**src/rtl/pc_sequencer.sv**
```systemverilog
// pc_sequencer: registered program counter with branch/jump/jr targets,
// stall-time redirect buffering, flush pulse and jr alignment error.
module pc_sequencer #(
    parameter int WIDTH      = 32,
    parameter int IMM_WIDTH  = 16,
    parameter int JIMM_WIDTH = 26,
    parameter int SHIFT      = 2,
    parameter int STEP       = 4,
    parameter logic [WIDTH-1:0] RESET_PC = '0
) (
    input  logic                  clk,
    input  logic                  rst_n,
    input  logic                  stall,
    input  logic                  br_taken,
    input  logic [IMM_WIDTH-1:0]  br_imm,
    input  logic                  jmp,
    input  logic [JIMM_WIDTH-1:0] jmp_idx,
    input  logic                  jr,
    input  logic [WIDTH-1:0]      jr_addr,
    output logic [WIDTH-1:0]      pc,
    output logic [WIDTH-1:0]      pc_step,
    output logic                  flush,
    output logic                  align_err,
    output logic                  pend
);
    typedef enum logic [1:0] {RUN, HOLD, HOLD_PEND} state_t;

    state_t           state_q, state_d;
    logic [WIDTH-1:0] pc_q, pc_d, buf_q, buf_d;
    logic             flush_q, flush_d, align_q, align_d;
    logic             redir;
    logic [WIDTH-1:0] br_target, jmp_target, jr_target, redir_target;

    assign pc_step    = pc_q + WIDTH'(STEP);
    assign br_target  = pc_step + ({{(WIDTH-IMM_WIDTH){br_imm[IMM_WIDTH-1]}}, br_imm} << SHIFT);
    assign jmp_target = {pc_step[WIDTH-1:JIMM_WIDTH+SHIFT], jmp_idx, {SHIFT{1'b0}}};
    assign jr_target  = {jr_addr[WIDTH-1:SHIFT], {SHIFT{1'b0}}};
    assign redir      = jr | jmp | br_taken;
    assign redir_target = jr ? jr_target : jmp ? jmp_target : br_target;

    always_ff @(posedge clk or negedge rst_n) begin
        if (!rst_n) begin
            state_q <= RUN;
            pc_q    <= RESET_PC;
            buf_q   <= '0;
            flush_q <= 1'b0;
            align_q <= 1'b0;
        end else begin
            state_q <= state_d;
            pc_q    <= pc_d;
            buf_q   <= buf_d;
            flush_q <= flush_d;
            align_q <= align_d;
        end
    end

    // RUN and HOLD differ only in name; any stalled redirect parks in HOLD_PEND
    always_comb begin
        state_d = !stall ? RUN : (redir || state_q == HOLD_PEND) ? HOLD_PEND : HOLD;
    end

    always_comb begin
        pc_d    = stall ? pc_q : redir ? redir_target : (state_q == HOLD_PEND) ? buf_q : pc_step;
        buf_d   = (stall && redir) ? redir_target : buf_q;
        flush_d = !stall && (redir || state_q == HOLD_PEND);
        align_d = jr && (jr_addr[SHIFT-1:0] != '0);
    end

    assign pc        = pc_q;
    assign flush     = flush_q;
    assign align_err = align_q;
    assign pend      = (state_q == HOLD_PEND);
endmodule
```
**config.mk**
```make
export PLATFORM = sky130hd
export DESIGN_NAME = pc_sequencer
export DESIGN_NICKNAME = d
export VERILOG_FILES = /design/src/rtl/pc_sequencer.sv
export SDC_FILE = /design/constraint.sdc
export NUM_CORES = 1
export LEC_CHECK = 0
export CAP_MARGIN = 10
export CORE_ASPECT_RATIO = 0.6
export CORE_MARGIN = 5
export CORE_UTILIZATION = 27
export DETAILED_ROUTE_END_ITERATION = 7
export PLACE_DENSITY = 0.57
export SLEW_MARGIN = 20
export SYNTH_ARGS = -nofsm -noshare
export SYNTH_HDL_FRONTEND = slang
export SYNTH_SLANG_ARGS = --single-unit
```
**constraint.sdc**
```tcl
create_clock -name clk -period 3.7 [get_ports clk]
set_input_delay 0.37 -clock clk [delete_from_list [all_inputs] [get_ports clk]]
set_output_delay 0.37 -clock clk [all_outputs]
set_load 0.02 [all_outputs]
```
* Word-level counts from Yosys, hierarchy flattened *
Cells that the tools add are included.

word-level totals
  flip-flop bits (word level) = 68
  input port bits = 80
  logic and storage cells = 22

cells by class
  add/sub/neg operators = 2
  equal/unequal tests = 1
  muxes and demuxes = 6
  bitwise logic cells = 2
  reductions and logical operators = 6

operators by type and width
  operator                                        number
  two-way mux 32 bit                              4
  adder 32 x 3 -> 32 bit (second input constant)  1
  adder 32 bit                                    1
  two-way mux 2 bit                               2
  logical AND 1 bit                               3
  equality test 2 bit (second input constant)     1
  OR 1 bit                                        2
  nonzero test 2 bit                              1
  logical NOT 1 bit                               1
  logical OR 1 bit                                1

* Longest topological paths before layout *
Gate-level depths: netlist of run 1.

  depth in word-level cells = 5
  depth in mapped cells = 17

* Least setup slack after synthesis of run 1 *
No wires, ideal clock.

  path kind = reg-to-reg
  start = register pc_q[3], in the netlist pc[3]
  end = register buf_q[31]
  arrival = 4.385 ns
  required time = 3.631 ns
  path slack = -0.754 ns
  stages on the path, launching flop included = 18
  buffers on the path = 2
  period minus slack after synthesis = 4.454 ns
  cells stage by stage = dfrtp_1 -> ha_1 -> nand2_1 -> or3_1 -> buf_2 -> nor3_2 -> nand3_1 -> xnor2_1 -> ha_1 -> clkbuf_1 -> a21o_1 -> a211o_1 -> a21o_1 -> o21a_1 -> nor3_1 -> xor2_1 -> or4_2 -> nand3_1

between the ends
  longest elaborated chain between the ends = 4

RTL lines
  element                           RTL line  source
  from (decl)                       29        logic [WIDTH-1:0] pc_q, pc_d, buf_q, buf_d;
  from (signal assigned)            50        pc_q <= pc_d;
  adder 32 x 3 -> 32 bit            34        assign pc_step = pc_q + WIDTH'(STEP);
  named net pc_step[28]             21        output logic [WIDTH-1:0] pc_step,
  adder 32 bit                      35        assign br_target = pc_step + ({{(WIDTH-IMM_WIDTH){br_imm[IMM_WIDTH-1]}}, br_imm} << SHIFT);
  two-way mux 32 bit (2 in series)  39        assign redir_target = jr ? jr_target : jmp ? jmp_target : br_target;
  to (signal assigned)              51        buf_q <= buf_d;
  to (decl)                         29

The timed path passes the listed nets, and every way through them passes these cells.
A chain may end at the register's enable or synchronous reset.

* Final worst setup path of run 1 *
  start = register pc_q[2], in the netlist pc[2]
  end = register pc_q[31], in the netlist pc[31]

between the ends
  longest elaborated chain between the ends = 5

RTL lines
  element                           RTL line  source
  adder 32 x 3 -> 32 bit (*)        34
  adder 32 bit                      35
  two-way mux 32 bit (2 in series)  39
  two-way mux 32 bit (*)            63        pc_d = stall ? pc_q : redir ? redir_target : (state_q == HOLD_PEND) ? buf_q : pc_step;

Mark *: on every way between the ends. The rest lies on a longest branch, timed or not.

==> results of run 1 <==
final timing paths:
path,end,slack [ns],depth (start not counted),from
worst min register to register,buf_q[10],0.47,2,buf_q[10]
worst max register to register,pc[31],0.007,16,pc[2]
min in group clk,buf_q[10],0.47,2,buf_q[10]
worst min-delay path,buf_q[0],0.15,1,rst_n
max in group asynchronous,pc[7],2.87,1,rst_n
worst max-delay path,pc[31],0.007,16,pc[2]
critical path, stage by stage (launching register included):
cell	delay (ns)
dfrtp_2	0.38
ha_4	0.15
nand2_4	0.05
or3_4	0.43
buf_6	0.14
nor3_4	0.19
nand4_1	0.18
xnor2_2	0.36
ha_4	0.19
nand4_1	0.20
nor3_4	0.23
nand4_1	0.15
a21oi_2	0.15
nor3_2	0.06
xor2_1	0.18
or4b_1	0.48
nand3_1	0.08
cell type report:
| type | instances | area [um2] | area share, % |
|---|---|---|---|
| multi-input cells | 657 | 5024 | 48.25 |
| repair buffers | 335 | 2903 | 27.88 |
| flip-flops and latches | 68 | 1709 | 16.42 |
| well taps | 315 | 394.1 | 3.786 |
| clock buffers | 12 | 246.5 | 2.368 |
| inverters | 23 | 86.33 | 0.8292 |
| clock inverters | 4 | 48.80 | 0.4687 |
registers in the layout, summed over array words and instances (netlist names):
signal and cells:
align_err 1, pc 32, state_q 2, buf_q 32
flush 1
cell usage after synthesis (5+ instances only):
cell type,number,area (um2)
nand4_1,15,93.84
or3_1,13,81.33
o22ai_1,7,43.79
a21oi_1,59,295.3
o211ai_1,16,120.1
a2bb2oi_1,5,43.79
ha_1,36,450.4
nand3_1,22,110.1
buf_1,5,18.77
o21bai_1,6,45.04
and2_1,6,37.54
nand2b_1,8,50.05
nor3_1,17,85.08
o31ai_1,11,82.58
o21a_1,5,37.54
o221ai_1,6,52.55
mux2i_1,12,120.1
a31oi_1,10,62.56
nor2_1,77,289.0
mux2_2,5,56.30
a211oi_1,12,90.09
inv_1,23,86.33
clkbuf_1,33,123.9
a21o_1,14,105.1
o21ai_0,63,315.3
nand2_1,101,379.1
and3_1,11,68.82
xnor2_1,28,245.2
xor2_1,17,148.9
dfrtp_1,68,1702
cell usage in the layout (no fill, tap or decap), drive strengths merged, types with 9 or more instances in the layout:
| master | Yosys | routed |
|---|---|---|
| nor3 | 20 | 20 |
| o31ai | 11 | 11 |
| and3 | 14 | 14 |
| a31oi | 10 | 10 |
| or3 | 13 | 13 |
| xor2 | 17 | 17 |
| a211oi | 13 | 13 |
| nand2 | 101 | 101 |
| clkdlybuf4s50 | 0 | 144 |
| dfrtp | 68 | 68 |
| a21o | 14 | 14 |
| nand2b | 9 | 9 |
| ha | 36 | 36 |
| nor2 | 77 | 77 |
| a21oi | 59 | 59 |
| clkbuf | 34 | 12 |
| o21ai | 64 | 64 |
| inv | 23 | 23 |
| o211ai | 16 | 16 |
| nand3 | 22 | 22 |
| nand4 | 18 | 18 |
| xnor2 | 29 | 29 |
| buf | 13 | 191 |
| mux2i | 13 | 13 |
per-layer routing:
metal / GRT usage (%) / up-vias / share of wire [%]
li1: - / 3541 / -
met4: 4.699 / 0 / 1.3
met5: 0 / - / 0
met1: 35.16 / 3599 / 50
met3: 7.181 / 25 / 11
met2: 27.28 / 341 / 38
stage by stage:
step | hold WS [ns] | total power [mW] | setup TNS (ns)
global route | 0.2419 | 5.060 | -0.9208
detailed placement | 0.4623 | 3.606 | -1.033
floorplan | 0.07441 | 2.293 | -0.05123
global placement | 0.4531 | 3.601 | -1.137
finish | 0.1521 | 4.819 | 0
CTS | 0.2084 | 4.554 | -0.02132
power by group through the flow:
stage	Sequential, mW	Combinational [mW]	Clock, mW
after floorplan	1.09	1.21	0
after global placement	0.997	2.60	0
after detailed placement	0.999	2.61	0
after CTS	0.989	2.67	0.894
after global routing	1.01	3.13	0.919
final	0.996	2.93	0.889
logic make-up (layout without fill, tap and decap cells):
kind of cell,after synthesis,in the layout
buffers and inverters,70,374
DFF,68,68
xor gates and xnor gates,46,46
muxes,18,18
adders and majority gates,37,37
AOI/OAI and AO/OA,263,263
and+or+nand+nor,293,293
repair_timing:
action / 4_1_cts / 5_1_grt
gates resized for setup: 20 / 98
buffers inserted: 5 / 12
pin swaps: 11 / 46
setup endpoints to repair: 21 / 30
==> metrics, run 1 <==
crit-path max FO=5; latest clock arrival within the worst-skew pair=0.35 ns; post-route cell area=10,410 um2; clock power share=18.5%; syn avg cell area=7.885 um2; Hold Path Class=in -> async; final worst path period need=3.693 ns; CP Capture Type=flop; hold buffer count at cts=0; crit path DAT=3.98 ns; area growth from synthesis to layout=66.09%; DRC errors left=0; routability cong.=0.9698; max_cap viols=0; num rows=43; Fillers=2,231; area of the mapped netlist=6269 um2; status=finished, final reports clean; post-synthesis simple-gate area fraction=22.95%; H-tree depth=3; CTS tree=yes; Leak=4.388 nW; area post-placement=9387 um2; Crit path required time=3.99 ns; flops & latches, synth=68; asr flop ratio synth=100.0%; Max transition margin=37.80%; GRT Overall Usage=21.83%; Nets=1,211; RSZ-0062 raised after global routing=true; vias in the first global route=6,995; fraction of layout cells with a size suffix above 1=30.66%; largest family of logic cells by synthesized area=compound AO/OA/AOI/OAI gates; CP Class=reg -> reg; initial antenna violation count=1; # diodes=0; Setup WS post-layout=0.006582 ns; die width=206.7 um; via count=7,506; Synth Area in Compound Gates=27.80%; gr ovfl total=0; Sw Ratio=41.94%; register area share after synthesis=27.15%; Die ar.=26,460 um2; CTS Sinks=68; Cells after DPL=1,383; Slew Viols, Final=0; Clock Tree Root=clkbuf_16; number of synthesized flops with an enable pin=0; first-pass GRT wire length=43,480 um; # IOs=147; routed length per placed instance=21.22 um; largest net degree at the start of global routing=69; Int Pwr=2.798 mW; Antenna Nets Post-Route=0; syn nets=912; CTS buffer count=9; Core ar.=22,970 um2; Via density=5.308; Initial Util=27.29%; Power per Cell Area=462.8 nW/um2; Core Util, Final=45.32%; CTS max path bufs=2; post-synthesis mux area share=3.034%; DPL Wire Length=23,650 um; part of the power in registers=20.7%; type of origin of the critical path=flop; clock skew=0.008458 ns; Syn. warnings=0; Post-Synth Adder-Cell Area=7.505%; XOR/XNOR share of the synthesized area=6.727%; fmax=270.8 MHz; Starting DRT DRC Count=754; DR pass1 iterations=5; non-filler instance count after layout=1,414; Worst-path clk slew=0.06 ns; final-report setup violation count=0; Hold Fails Final Rpt=0; Cells after Synth=795; Most used DFF post-synth=dfrtp_1; dpl ws=-0.1745 ns; final worst-path cycle share=99.82%; Distinct cells, synth=75; Comb pwr share=60.9%; Die Span Y=128.0 um; NetSw=2.021 mW; Worst Tran Pin Value=0.9330 ns; DRT Wirelength=30,000 um; maximum vdd drop=0.0002278 V; I/O Buffers=146
Power figures use the tool's default switching activity.
==> inputs of run 2 (changes only) <==
CTS_CLUSTER_SIZE = 12   (was default)
==> results of run 2 <==
The final DEF is identical to that of run 1; final timing and power are the same.
==> inputs of run 3 (changes only) <==
CTS_CLUSTER_SIZE = default   (was 12)
==> results of run 3 <==
The final DEF is identical to that of run 1; final timing and power are the same.
